File: config.mk
export PLATFORM = sky130hd
export DESIGN_NAME = data_mem_responder_flat
export DESIGN_NICKNAME = d
export VERILOG_FILES = /design/src/rtl/data_mem_responder_pkg.sv /design/src/rtl/data_mem_responder_if.sv /design/src/rtl/data_mem_responder_word_ram.sv /design/src/rtl/data_mem_responder.sv /design/src/flat_wrapper.sv
export SDC_FILE = /design/constraint.sdc
export NUM_CORES = 2
export LEC_CHECK = 0
export ABC_AREA = 1
export BUFFER_PORTS_ARGS = -buffer_cell sky130_fd_sc_hd__buf_2
export CAP_MARGIN = 20
export CELL_PAD_IN_SITES_DETAIL_PLACEMENT = 1
export CELL_PAD_IN_SITES_GLOBAL_PLACEMENT = 1
export CORE_ASPECT_RATIO = 1.5
export CORE_MARGIN = 2
export CORE_UTILIZATION = 53
export CTS_BUF_LIST = sky130_fd_sc_hd__clkbuf_4
export CTS_CLUSTER_SIZE = 40
export DETAILED_ROUTE_END_ITERATION = 8
export PLACE_DENSITY_LB_ADDON = 0.1
export SLEW_MARGIN = 20
export SYNTH_ARGS = -nofsm -noshare
export SYNTH_HDL_FRONTEND = slang
export SYNTH_SLANG_ARGS = --single-unit
File: constraint.sdc
create_clock -name clk -period 5.9 [get_ports clk]
set_input_delay 0.295 -clock clk [delete_from_list [all_inputs] [get_ports clk]]
set_output_delay 0.295 -clock clk [all_outputs]
set_load 0.01 [all_outputs]
File: src/rtl/data_mem_responder_pkg.sv
// Shared definitions for the data-memory responder: FSM states, word size, address checks.
package data_mem_responder_pkg;

    typedef enum logic [1:0] {
        ST_IDLE = 2'd0,
        ST_WAIT = 2'd1,
        ST_RESP = 2'd2
    } state_t;

    localparam int unsigned WORD_BYTES = 4;
    localparam int unsigned BYTE_BITS  = $clog2(WORD_BYTES);

    // Misaligned byte address, or any address bit set above the RAM's word index range.
    function automatic logic addr_err(input logic [31:0] addr, input int unsigned addr_width);
        return (addr[BYTE_BITS-1:0] != '0) || ((addr >> (addr_width + BYTE_BITS)) != '0);
    endfunction

endpackage

File: src/rtl/data_mem_responder_if.sv
// Request/response channel between the CPU data port (master) and the memory responder (slave).
interface data_mem_responder_if;
    logic        req_valid;
    logic        req_ready;
    logic        req_we;
    logic [31:0] req_addr;
    logic [31:0] req_wd;
    logic        resp_valid;
    logic        resp_ready;
    logic [31:0] resp_rd;
    logic        resp_err;

    modport master (
        output req_valid, req_we, req_addr, req_wd, resp_ready,
        input  req_ready, resp_valid, resp_rd, resp_err
    );

    modport slave (
        input  req_valid, req_we, req_addr, req_wd, resp_ready,
        output req_ready, resp_valid, resp_rd, resp_err
    );
endinterface

File: src/rtl/data_mem_responder_word_ram.sv
// Single-port 32-bit word RAM: synchronous write, synchronous read, contents not reset.
module word_ram #(
    parameter int unsigned ADDR_WIDTH = 6
) (
    input  logic                  clk,
    input  logic                  we,
    input  logic                  re,
    input  logic [ADDR_WIDTH-1:0] addr,
    input  logic [31:0]           wd,
    output logic [31:0]           rd
);
    logic [31:0] mem [2**ADDR_WIDTH];

    // Write port and read register; rd only moves on a read so it can serve as the response word.
    always_ff @(posedge clk) begin
        if (we) mem[addr] <= wd;
        if (re) rd <= mem[addr];
    end
endmodule

File: src/rtl/data_mem_responder.sv
// Memory-side responder: accepts one request, waits LATENCY cycles, commits, holds the response.
module data_mem_responder
    import data_mem_responder_pkg::*;
#(
    parameter int unsigned ADDR_WIDTH = 6,
    parameter int unsigned LATENCY    = 2
) (
    input  logic                 clk,
    input  logic                 rst_n,
    data_mem_responder_if.slave  bus
);
    localparam logic [3:0] CNT_INIT = (LATENCY == 0) ? 4'd0 : 4'(LATENCY - 1);

    state_t                state, state_nxt;
    logic [3:0]            cnt;
    logic                  lat_we, lat_err;
    logic [ADDR_WIDTH-1:0] lat_idx;
    logic [31:0]           lat_wd;
    logic                  accept, commit;
    logic                  cur_we, cur_err;
    logic [ADDR_WIDTH-1:0] cur_idx;
    logic [31:0]           cur_wd;
    logic                  ram_we, ram_re;
    logic [31:0]           ram_rd;
    logic                  rd_sel, err_q;

    assign bus.req_ready  = rst_n && (state == ST_IDLE);
    assign bus.resp_valid = (state == ST_RESP);
    assign accept         = bus.req_valid && bus.req_ready;
    assign commit         = (state_nxt == ST_RESP) && (state != ST_RESP);

    // With LATENCY=0 the commit edge is the accept edge, so the access is taken straight from the bus.
    assign cur_we  = (state == ST_IDLE) ? bus.req_we : lat_we;
    assign cur_err = (state == ST_IDLE) ? addr_err(bus.req_addr, ADDR_WIDTH) : lat_err;
    assign cur_idx = (state == ST_IDLE) ? bus.req_addr[ADDR_WIDTH+BYTE_BITS-1:BYTE_BITS] : lat_idx;
    assign cur_wd  = (state == ST_IDLE) ? bus.req_wd : lat_wd;
    assign ram_we  = commit && cur_we && !cur_err;
    assign ram_re  = commit && !cur_we && !cur_err;

    assign bus.resp_rd  = rd_sel ? ram_rd : '0;
    assign bus.resp_err = err_q;

    word_ram #(.ADDR_WIDTH(ADDR_WIDTH)) u_ram (
        .clk  (clk),
        .we   (ram_we),
        .re   (ram_re),
        .addr (cur_idx),
        .wd   (cur_wd),
        .rd   (ram_rd)
    );

    // State register.
    always_ff @(posedge clk or negedge rst_n) begin
        if (!rst_n) state <= ST_IDLE;
        else        state <= state_nxt;
    end

    // Next-state logic.
    always_comb begin
        state_nxt = state;
        case (state)
            ST_IDLE: if (accept) state_nxt = (LATENCY == 0) ? ST_RESP : ST_WAIT;
            ST_WAIT: if (cnt == '0) state_nxt = ST_RESP;
            ST_RESP: if (bus.resp_ready) state_nxt = ST_IDLE;
            default: state_nxt = ST_IDLE;
        endcase
    end

    // Wait-state counter, loaded on accept and run down while waiting.
    always_ff @(posedge clk or negedge rst_n) begin
        if (!rst_n)                             cnt <= '0;
        else if (accept)                        cnt <= CNT_INIT;
        else if (state == ST_WAIT && cnt != '0) cnt <= cnt - 4'd1;
    end

    // Request latch, captured only on accept so bus activity outside IDLE is ignored.
    always_ff @(posedge clk or negedge rst_n) begin
        if (!rst_n) begin
            lat_we  <= 1'b0;
            lat_err <= 1'b0;
            lat_idx <= '0;
            lat_wd  <= '0;
        end else if (accept) begin
            lat_we  <= bus.req_we;
            lat_err <= addr_err(bus.req_addr, ADDR_WIDTH);
            lat_idx <= bus.req_addr[ADDR_WIDTH+BYTE_BITS-1:BYTE_BITS];
            lat_wd  <= bus.req_wd;
        end
    end

    // Response flags set on the commit edge and held until the next commit.
    always_ff @(posedge clk or negedge rst_n) begin
        if (!rst_n) begin
            rd_sel <= 1'b0;
            err_q  <= 1'b0;
        end else if (commit) begin
            rd_sel <= ram_re;
            err_q  <= cur_err;
        end
    end
endmodule

File: src/flat_wrapper.sv
// flat-port wrapper written by rule: the top's interface ports become plain ports
module data_mem_responder_flat import data_mem_responder_pkg::*;
#(
    parameter int unsigned ADDR_WIDTH = 6,
    parameter int unsigned LATENCY    = 2
)
  (clk, rst_n, bus_req_valid, bus_req_we, bus_req_addr, bus_req_wd, bus_resp_ready, bus_req_ready, bus_resp_valid, bus_resp_rd, bus_resp_err);
  data_mem_responder_if bus_i ();
  input  logic clk;
  input  logic rst_n;
  input wire logic [$bits(bus_i.req_valid)-1:0] bus_req_valid;
  input wire logic [$bits(bus_i.req_we)-1:0] bus_req_we;
  input wire logic [$bits(bus_i.req_addr)-1:0] bus_req_addr;
  input wire logic [$bits(bus_i.req_wd)-1:0] bus_req_wd;
  input wire logic [$bits(bus_i.resp_ready)-1:0] bus_resp_ready;
  output wire logic [$bits(bus_i.req_ready)-1:0] bus_req_ready;
  output wire logic [$bits(bus_i.resp_valid)-1:0] bus_resp_valid;
  output wire logic [$bits(bus_i.resp_rd)-1:0] bus_resp_rd;
  output wire logic [$bits(bus_i.resp_err)-1:0] bus_resp_err;
  assign bus_i.req_valid = bus_req_valid;
  assign bus_i.req_we = bus_req_we;
  assign bus_i.req_addr = bus_req_addr;
  assign bus_i.req_wd = bus_req_wd;
  assign bus_i.resp_ready = bus_resp_ready;
  assign bus_req_ready = bus_i.req_ready;
  assign bus_resp_valid = bus_i.resp_valid;
  assign bus_resp_rd = bus_i.resp_rd;
  assign bus_resp_err = bus_i.resp_err;
  data_mem_responder #(.ADDR_WIDTH(ADDR_WIDTH), .LATENCY(LATENCY)) u_core (.clk(clk), .rst_n(rst_n), .bus(bus_i));
endmodule
Yosys cells after proc, flatten, opt, wreduce, memory -nomap -nowiden
Memories as Yosys holds them, arrays and structs flattened. A register that Yosys moved wholly into a read port is not among the register bits.
Index checks and enable logic that the tools add are counted.

cells by class
  add/subtract/negate cells = 1
  multipliers = 0
  divide/modulo/power cells = 0
  $lt $le $gt $ge = 0
  equal/unequal tests = 4
  shift-type cells = 0
  multiplexer cells = 13
  bitwise logic cells = 0
  reduce and logical (&&, ||, !) cells = 17

operator list
  operator               number
  $mux W32               2
  $reduce_bool A32 Y1    1
  $logic_and A1 B1 Y1    8
  $mux W4                2
  $mux W2                3
  $mux W6                1
  $pmux W2 S3            1
  $eq A2 B2 Y1 const B   2
  $logic_not A4 Y1       1
  $mux W1                4
  $reduce_bool A2 Y1     2
  $reduce_bool A4 Y1     1
  $sub A4 B1 Y4 const B  1
  $eq A2 B1 Y1 const B   1
  $logic_not A1 Y1       2
  $logic_not A2 Y1       1
  $ne A2 B2 Y1 const B   1
  $logic_or A1 B1 Y1     1

word-level totals
  register bits = 48
  latch bits = 0
  bits in writable memories = 2048
  memory bits (read-only) = 0
  bits of input ports = 69
  output and inout bits = 35
  word-level logic and storage cells = 44
  memories = 1

memories
  memory            words  width  read ports  clocked after memory_dff  write ports  line                               RTL
  u_core.u_ram.mem  64     32     1           1                         1            data_mem_responder_word_ram.sv:12  logic [31:0] mem [2**ADDR_WIDTH];

Logic depth before layout (Yosys ltp)
  depth in word-level cells = 11
  depth in mapped cells = 14
  depth with buffers taken out = 11

By module
Synthesis repeated with hierarchy kept, for this count alone.

unflattened totals
  cell total of the unflattened synthesis = 8836
  area, all modules = 89746.1 µm²

modules (own cells, without submodules)
  module              instances  cells each  area an instance (µm²)  sequential area each (µm²)
  word_ram            1          8440        86823.3                 62459.9
  data_mem_responder  1          396         2922.8                  1201.2

Least setup slack after synthesis
OpenSTA, ideal clock, no wires.

  kind = register to register
  from = register u_core.state[1]
  to = memory u_core.u_ram.mem[0][0] (data pin)
  library setup time = 0.702 ns
  data arrival time = 3.543 ns
  data required time = 5.198 ns
  slack = 1.655 ns
  stages on the path, launching flop included = 6
  buffers on the path = 2
  period minus slack after synthesis = 4.245 ns
  cells stage by stage = dfrtp_1 > inv_1 > nand2_2 > clkbuf_1 > clkbuf_1 > o21ai_0

on the way
  word-level cells in the longest chain between the ends = 2

RTL lines
  element                 line                               RTL
  from (decl)             data_mem_responder.sv:14           state_t state, state_nxt;
  from (signal assigned)  data_mem_responder.sv:55           else state <= state_nxt;
  $logic_not A2 Y1        data_mem_responder.sv:36           assign cur_wd = (state == ST_IDLE) ? bus.req_wd : lat_wd;
  $mux W32                data_mem_responder.sv:36
  via u_core.cur_wd[0]    data_mem_responder.sv:22           logic [31:0] cur_wd;
  to (decl)               data_mem_responder_word_ram.sv:12

The timed path passes the listed nets, and every way through them passes these cells.

Worst setup path in the final report
  from = register u_core.cnt[0]
  to = memory u_core.u_ram.mem[54][3] (enable)

on the way
  word-level cells in the longest chain between the ends = 9

RTL lines
  element                            line                               RTL
  from (decl)                        data_mem_responder.sv:15           logic [3:0] cnt;
  from (signal assigned)             data_mem_responder.sv:73           else if (state == ST_WAIT && cnt != '0) cnt <= cnt - 4'd1;
  $logic_not A4 Y1                   data_mem_responder.sv:63           ST_WAIT: if (cnt == '0) state_nxt = ST_RESP;
  $mux W2                            data_mem_responder.sv:63
  $pmux W2 S3                        data_mem_responder.sv:61           case (state)
  $eq A2 B2 Y1                       data_mem_responder.sv:30           assign commit = (state_nxt == ST_RESP) && (state != ST_RESP);
  $logic_and A1 B1 Y1                data_mem_responder.sv:30
  $logic_and A1 B1 Y1 (2 in series)  data_mem_responder.sv:37           assign ram_we = commit && cur_we && !cur_err;
  $mux W1                            data_mem_responder_word_ram.sv:16  if (we) mem[addr] <= wd;
  $mux W1 (implied by the code)      data_mem_responder_word_ram.sv:16

Every way passes these cells.

==> results.md <==
- Status: complete, no violations
- RSZ-0062 raised after global routing: false
- Vias in the first global route: around 72k
- Largest net degree at the start of global routing: around 110
- Global route total overflow: 0
- PortBufs: ~100
- Leading area contributor after synthesis: edfxtp_1
- Max Fanout on Critical Path: 32
- Clock buffer count from CTS: 527
- Cells after Synth: between 8k and 9k
- Area Growth Syn to Fin: 13.24%
- Vias/cell: 5.465
- DIE HEIGHT: slightly above 500 um
- Slew Limit Fails: 0
- Final WL: between 200000 and 300000 um
- CTS tree: yes
- Yosys top cell area share: slightly below 70%
- Setup violators final: 0
- EDFF count, synth: about 2.1k
- H-tree level count: 6
- Hold Vio Cnt, Final: 0
- Initial antenna violation count: 14
- Final net count: between 9k and 10k
- Top cells by area, synth: edfxtp_1, nand2_1, inv_1, nand3_1, buf_2
- Final non-filler cell total: 12.10k
- Core ar.: between 150000 and 200000 um2
- Min Tclk post-route: ~4.8 ns
- Min Hold Slack: 0.3124 ns
- Post-CTS Setup Bufs: 0
- Reg clk slew, reported paths: about 0.12 ns
- Clock Skew: about 0.11 ns
- VDD IR max: between 1 and 1.5 mV
- Count of state elements after synthesis: about 2.1k
- Number of nets still failing antenna checks after routing: 0
- Max clock buf depth: 4
- Ys async rst share: roughly 2.3%
- Critical Path Start Type: flop
- Max Freq: roughly 210 MHz
- Slew of the pin with the lowest slew margin: approximately 1.2 ns
- Via count: 66.15k
- Placer Congestion: between 0.8 and 0.9
- Post-route DRC: 0
- Wire length per cell: between 20 and 25 um
- HP Class: in -> async
- Static Leakage: between 40 and 50 nW
- Root buffer cell: clkbuf_4
- Synth Warn #: 0
- Total Die Area: about 180000 um2
- DP HPWL: roughly 170000 um
- Sink Count: approximately 2.1k
- Netlist cell types: 31
- Setup TNS: 0 ns
- Iteration-0 DRC Markers: around 5.8k
- Worst Setup End Kind: flop
- Placed cells: between 10k and 15k
- Period Utilization, post-route: 80.65%
- Crit path DAT: roughly 5.6 ns
- Req. time, crit path: approximately 6.7 ns
- # rows: 187
- Iteration count of the initial detailed-routing pass: 7
- Power Dens Cells: 555.2 nW/um2
- Clk_lat worst skew: roughly 1.2 ns
- Share of cells above drive strength 1: roughly an eighth
- Synthesized Nets: about 9k
- All-Layer GR Usage: between 30 and 40%
- Top FF cell, synth: edfxtp_1
- Global-route wire length before repair: 436400 um
- Synth Area per Inst: 10.29 um2
- Initial cell density of the core: between 50% and 60%
- Post-synthesis sequential area ratio: a little over two thirds
- Synthesized area: between 90000 and 100000 um2
- IO Pins: around 100
- Critical path type: reg -> reg
- DIE WIDTH: ~340 um
- Worst rel slew slack: a little over a fifth
- Max-cap violations: 0
==> repair_timing <==
action | in CTS | in global routing
endpoints found under the hold margin | 628 | 0
gates resized for setup | 0 | 0
hold buffers | 105 | 0
==> registers in the layout (all words and copies together), names as in the netlist <==
| register | count |
|---|---|
| u_core.lat_err | 1 |
| u_core.lat_we | 1 |
| u_core.rd_sel | 1 |
| u_core.state | 2 |
| u_core.cnt | 4 |
| u_core.bus.resp_err | 1 |
| u_core.lat_wd | 32 |
| u_core.u_ram.mem | 2048 |
| u_core.lat_idx | 6 |
| u_core.u_ram.rd | 32 |
==> cell families (layout without fill, tap and decap cells) <==
| logic type | Yosys count | after routing | share of synthesized area (%) |
|---|---|---|---|
| DFF | 2128 | 2128 | 69.40 |
| adders and majority gates | 1 | 1 | 0.01364 |
| buffers and inverters | 2496 | 3412 | 10.69 |
| and+or+nand+nor | 4042 | 4042 | 18.49 |
| other | 0 | 5 | 0 |
| AOI/OAI and AO/OA | 248 | 248 | 1.400 |
==> cell usage after synthesis, types with 4 or more instances <==
master / n
buf_1: 5
buf_2: 305
buf_4: 9
clkbuf_1: 62
dfrtp_1: 48
edfxtp_1: 2080
inv_1: 2104
inv_2: 7
nand2_1: 2720
nand3_1: 1025
nand3_2: 8
nand4_1: 98
nor2_1: 136
nor2_2: 4
nor3_4: 6
nor4_1: 6
o21ai_0: 108
o21ai_1: 132
or2_2: 32
==> critical path: stages, from the launching register on <==
cell	delay, ns
dfrtp_1	0.39
inv_1	0.14
ha_1	0.20
inv_1	0.09
nor3_1	0.29
nand2_1	0.18
inv_1	0.12
o21ai_0	0.29
nor2_2	0.66
nand3_2	0.82
nor2_4	1.11
==> stage by stage <==
stage	setup slack [ns]	instance area (um2)	utilization, %	total power, mW
global route	0.9630	103900	60.24	60.07
floorplan	1.655	91730	-	33.78
detailed placement	1.457	95970	55.65	44.63
global placement	1.549	95880	55.60	43.80
finish	1.142	103900	60.24	57.67
CTS	1.405	103700	60.13	57.36
==> path summary, 6_finish.rpt <==
| kind | end | from | cells past startpoint | slack [ns] |
|---|---|---|---|---|
| worst max-delay path | u_core.u_ram.mem[54][3] | u_core.cnt[0] | 10 | 1.14 |
| worst min-delay path | u_core.cnt[1] | rst_n | 4 | 0.31 |
| worst max register to register | u_core.u_ram.mem[54][3] | u_core.cnt[0] | 10 | 1.14 |
| worst min register to register | u_core.lat_wd[18] | u_core.lat_wd[18] | 2 | 0.51 |
| max in group asynchronous | u_core.lat_wd[23] | rst_n | 4 | 5.06 |
| min in group clk | u_core.rd_sel | bus_req_we | 5 | 0.35 |
==> final cells by class <==
class	count	area, um2
inverter	2113	7936
clock buffer	733	5503
timing repair buffer	404	3596
sequential	2128	63660
tap	2268	2838
fill	18661	68570
multi-input combinational	4291	19160
clock inverter	162	1161
antenna	5	12.51
==> layer usage <==
layer / track usage, % / share of wire [%] / vias up
li1: - / - / 29514
met1: 39.58 / 37 / 33246
met2: 58.07 / 50 / 2594
met3: 4.651 / 6.0 / 794
met4: 21.32 / 6.8 / 0
met5: 0 / 0 / -
==> power by group <==
part	total, mW	switching (mW)	internal (mW)
combinational	24.9	19.7	5.17
sequential	20.1	0.196	19.9
clock	12.7	6.11	6.55
==> layout by cell type (no fill, tap or decap), types with 4 or more instances in the layout <==
master / netlist / routed
nand2_1: 2720 / 2718
inv_1: 2104 / 2104
edfxtp_1: 2080 / 2080
nand3_1: 1025 / 1025
clkbuf_4: 0 / 733
buf_4: 9 / 155
o21ai_1: 132 / 132
dlygate4sd3_1: 0 / 105
buf_2: 305 / 103
nand4_1: 98 / 98
clkinv_1: 0 / 98
o21ai_0: 108 / 76
nor2_1: 136 / 71
nor2_4: 2 / 70
dfrtp_1: 48 / 48
o21ai_4: 3 / 35
buf_12: 0 / 35
or2_2: 32 / 32
clkinv_2: 0 / 21
inv_2: 7 / 19
bufinv_16: 0 / 18
clkinvlp_4: 0 / 9
nor3_4: 6 / 8
nand3_2: 8 / 8
nor4_1: 6 / 6
buf_16: 0 / 6
diode_2: 0 / 5
inv_6: 0 / 4
(Power assumes the default switching activity.)
